File: src/rtl/count_pkg.sv
// Shared definitions for the counter input front end: debounce filter state
// encoding and default timing constants.
package count_pkg;

   typedef enum logic [1:0] {
      S_LOW       = 2'd0,
      S_WAIT_HIGH = 2'd1,
      S_HIGH      = 2'd2,
      S_WAIT_LOW  = 2'd3
   } filt_state_t;

   localparam int DEF_SYNC_STAGES     = 2;
   localparam int DEF_DEBOUNCE_CYCLES = 16;

endpackage

File: src/rtl/count_debounce_filter.sv
// Synchroniser chain plus debounce FSM for one raw asynchronous input.
// The FSM state is brought out so the parent and any checker can observe it.
module count_debounce_filter
   import count_pkg::*;
#(
   parameter int SYNC_STAGES     = DEF_SYNC_STAGES,
   parameter int DEBOUNCE_CYCLES = DEF_DEBOUNCE_CYCLES
) (
   input  logic        Clk,
   input  logic        Reset_n,
   input  logic        raw,
   output logic        stable,
   output logic        rise,
   output filt_state_t state
);

   localparam int                CNT_W   = $clog2(DEBOUNCE_CYCLES);
   localparam logic [CNT_W-1:0]  CNT_MAX = CNT_W'(DEBOUNCE_CYCLES - 1);

   logic [SYNC_STAGES-1:0] sync_q;
   logic                   sync;
   logic [CNT_W-1:0]       cnt;

   assign sync = sync_q[SYNC_STAGES-1];

   // High on exactly the edge where the stable level is about to flip 0->1.
   assign rise = ~stable & sync & (cnt == CNT_MAX);

   always_ff @(posedge Clk or negedge Reset_n) begin
      if (!Reset_n) begin
         sync_q <= '0;
         stable <= 1'b0;
         cnt    <= '0;
         state  <= S_LOW;
      end else begin
         sync_q <= {sync_q[SYNC_STAGES-2:0], raw};
         if (sync == stable) begin
            cnt   <= '0;
            state <= stable ? S_HIGH : S_LOW;
         end else if (cnt == CNT_MAX) begin
            stable <= ~stable;
            cnt    <= '0;
            state  <= stable ? S_LOW : S_HIGH;
         end else begin
            cnt   <= cnt + 1'b1;
            state <= stable ? S_WAIT_LOW : S_WAIT_HIGH;
         end
      end
   end

endmodule

File: src/rtl/count_input_conditioner.sv
// Front end for the dual-channel event counter: debounced button -> one-cycle
// En pulse, debounced switch -> Slt, frozen while a press is settling or held.
module count_input_conditioner
   import count_pkg::*;
#(
   parameter int SYNC_STAGES     = DEF_SYNC_STAGES,
   parameter int DEBOUNCE_CYCLES = DEF_DEBOUNCE_CYCLES
) (
   input  logic Clk,
   input  logic Reset_n,
   input  logic Btn_raw,
   input  logic Sw_raw,
   output logic En,
   output logic Slt,
   output logic Btn_level
);

   logic        btn_stable;
   logic        btn_rise;
   filt_state_t btn_state;
   logic        sw_stable;
   logic        sw_rise_unused;
   filt_state_t sw_state_unused;

   count_debounce_filter #(
      .SYNC_STAGES     (SYNC_STAGES),
      .DEBOUNCE_CYCLES (DEBOUNCE_CYCLES)
   ) u_btn_filter (
      .Clk     (Clk),
      .Reset_n (Reset_n),
      .raw     (Btn_raw),
      .stable  (btn_stable),
      .rise    (btn_rise),
      .state   (btn_state)
   );

   count_debounce_filter #(
      .SYNC_STAGES     (SYNC_STAGES),
      .DEBOUNCE_CYCLES (DEBOUNCE_CYCLES)
   ) u_sw_filter (
      .Clk     (Clk),
      .Reset_n (Reset_n),
      .raw     (Sw_raw),
      .stable  (sw_stable),
      .rise    (sw_rise_unused),
      .state   (sw_state_unused)
   );

   // Slt only follows the switch while the button is idle low, so the counter
   // always sees a settled channel select alongside En.
   always_ff @(posedge Clk or negedge Reset_n) begin
      if (!Reset_n) begin
         En        <= 1'b0;
         Slt       <= 1'b0;
         Btn_level <= 1'b0;
      end else begin
         En        <= btn_rise;
         Btn_level <= btn_stable;
         if (btn_state == S_LOW) begin
            Slt <= sw_stable;
         end
      end
   end

endmodule

File: config.mk
export PLATFORM = sky130hd
export DESIGN_NAME = count_input_conditioner
export DESIGN_NICKNAME = d
export VERILOG_FILES = /design/src/rtl/count_pkg.sv /design/src/rtl/count_debounce_filter.sv /design/src/rtl/count_input_conditioner.sv
export SDC_FILE = /design/constraint.sdc
export NUM_CORES = 1
export LEC_CHECK = 0
export BUFFER_PORTS_ARGS = -buffer_cell sky130_fd_sc_hd__buf_2
export CAP_MARGIN = 20
export CORE_AREA = 5 5 42 44
export CTS_CLUSTER_DIAMETER = 200
export DETAILED_ROUTE_END_ITERATION = 7
export DIE_AREA = 0 0 47 49
export PLACE_DENSITY = 0.84
export SETUP_SLACK_MARGIN = 0.5
export SLEW_MARGIN = 20
export SYNTH_ARGS = -nofsm -noshare
export SYNTH_HDL_FRONTEND = slang
export SYNTH_SLANG_ARGS = --single-unit
File: constraint.sdc
create_clock -name Clk -period 3.2 [get_ports Clk]
set_input_delay 0.48 -clock Clk [delete_from_list [all_inputs] [get_ports Clk]]
set_output_delay 0.48 -clock Clk [all_outputs]
set_load 0.01 [all_outputs]
==> results.ini <==
[status]
status = complete, no violations

[timing]
final.setup.tns_ns = 0
setup-violations-final = 0
clock_skew_ns = 0.00250
max-slew-margin-rel = 0.733
fmax_ghz = 0.779
period_needed_ns = 1.28
rsz0062_at_grt = false
worstMarginPinSlew_ns = 0.400
maxSlewViolCount = 0
finalHoldViolCount = 0
period_share = 0.401

[yosys]
avgSynthCellArea_um2 = 13.4
syn_nets = 60
synth-seq-cells = 19
ys_warn_count = 0
synth_top_cell_by_area = dfrtp_1
synth_area_leaders = dfrtp_1, ha_1, xnor2_1
netlist_instances = 53
synth_cell_type_count = 17
synthesis.area_um2 = 709
synth_top_area_share = 0.670
yosysSeqAreaShare = 0.670

[pwr]
ir_worst_vdd_mv = 0.311
p_leak_nw = 0.375
power_density_nw_per_um2 = 497
total_power_mw = 0.391

[global_routing]
grt_max_degree = 20
grt_pass1_wl_mm = 1.55
track_usage = 0.0961
grt_pass1_vias = 401
antenna_found_initial = 0
grt-ovfl-total = 0

[cts]
cts.sinks = 19
cts.clk_slew.worst_paths_ns = 0.09
cts-root-buf = clkbuf_4
postCtsHoldBufs = 0
htreeDepth = 1
cts_tree = yes
cts_setup_buffers = 0
cts_made_buffers = 3
post_cts_resized = 0
clk_latency_ns = 0.29
clockBufferDepth = 2

[floorplan]
die_h_um = 49
dieArea_um2 = 2300
die_x_um = 47
design.portCount = 7
fp-row-count = 14
initial_utilization = 0.506
core_region_area_um2 = 1400

[detailed_routing]
wl_met1_um = 379
wl_met2_um = 443
drtAntennaViolNets = 0
drc = 0
topRoutingLayerUsed = met4
routed_wl_um = 902
vias_per_cell = 5.24
routedWlPerCell_um = 11.4
first_pass_iters = 2
num_vias = 414
drtIter0Drc = 1
met3_length_um = 60

[flow_run]
drv_cap = 0

[layout]
n_antenna_cell = 0
final_layout_size_suffix_gt1_frac = 0.206
nets = 71
layout_common_cells = dfrtp_1, buf_2, xnor2_1, nor2_1, a21oi_1
final_cells = 79
final_common_cell = dfrtp_1
nFillCells = 129
areaGrowthSynthToFinish_pct = 10.8

[setup_path]
crit_buf_inv = 1
worstSetupPathDepth = 1
path_delay_family = flip-flops
crit_path_end_kind = primary output
reg2reg_depth = 4
crit_type = reg2out
crit_arrival_ns = 0.80
crit_fanout = 2
cpPeakStageDelay_ns = 0.38
required_ns = 2.72
crit_chain = buf_2
slowest_stage = dfrtp_1
startpoint_type = register

[min_path]
hold_path_class = in2async

[placement]
placedCellCount = 75
gp_congestion = 0.710
hpwl_um = 663
io_buffers = 6

==> path summary, 6_finish.rpt <==
kind                                   startpoint                endpoint  slack, ns
max in group asynchronous                 Reset_n     u_btn_filter.cnt[1]       2.81
min                                       Reset_n                     Slt       0.10
min reg2reg                u_btn_filter.sync_q[0]  u_btn_filter.sync_q[1]       0.36
max                                           Slt                     Slt       1.92
min in group Clk                           Sw_raw   u_sw_filter.sync_q[0]       0.29
max reg2reg                   u_btn_filter.cnt[0]     u_btn_filter.stable       1.93
==> metrics by stage <==
step	hold WS (ns)	setup WS, ns	instance area (um2)	utilization
after floorplan	0.184	2.00	709	-
after global placement	0.333	1.99	759	0.542
after detailed placement	0.336	1.94	759	0.542
after CTS	0.107	1.90	786	0.561
after global routing	0.121	1.87	786	0.561
final	0.103	1.92	786	0.561
==> state kept, by name (all words and copies together) (netlist names) <==
register	count
u_btn_filter.stable	1
u_btn_filter.state	2
Btn_level	1
u_sw_filter.sync_q	2
u_btn_filter.sync_q	2
u_btn_filter.cnt	4
u_sw_filter.stable	1
Slt	1
En	1
u_sw_filter.cnt	4
==> cell type report <==
type	count	area, um2	area share
inverter	3	11.3	0.0143
sequential	19	475	0.605
timing repair buffer	6	30.0	0.0382
clock buffer	4	26.3	0.0334
multi-input combinational	31	223	0.283
tap	16	20.0	0.0255
==> cells by family after synthesis <==
logic type	Yosys count	synth area share
flops	19	0.670
simple gates	15	0.130
buf+inv	3	0.0159
compound gates	7	0.0494
mux	2	0.0317
fa+ha+maj	3	0.0529
xor+xnor	4	0.0494
==> cell usage after synthesis <==
master and number:
mux2_2 2, ha_1 3, inv_1 3, and2_2 1
xnor2_1 4, nor3_1 1, and3_4 1, nand4b_1 2
o21ai_0 3, a21oi_1 4, nor3b_1 1, nand3_1 1
and2b_1 1, nor2b_1 2, nor2_1 4, dfrtp_1 19
nand2_1 1
==> power breakdown <==
group / leakage, nW / switching, mW / total [mW] / internal, mW
clock: 0.0150 / 0.0644 / 0.113 / 0.0485
combinational: 0.111 / 0.0118 / 0.0216 / 0.00979
sequential: 0.249 / 0.00712 / 0.256 / 0.249
==> per-layer routing <==
layer | global-route usage | up-vias
li1 | - | 199
met1 | 0.105 | 204
met2 | 0.147 | 9
met3 | 0.0332 | 2
met4 | 0.0691 | 0
met5 | 0 | -
(Power assumes the default switching activity.)
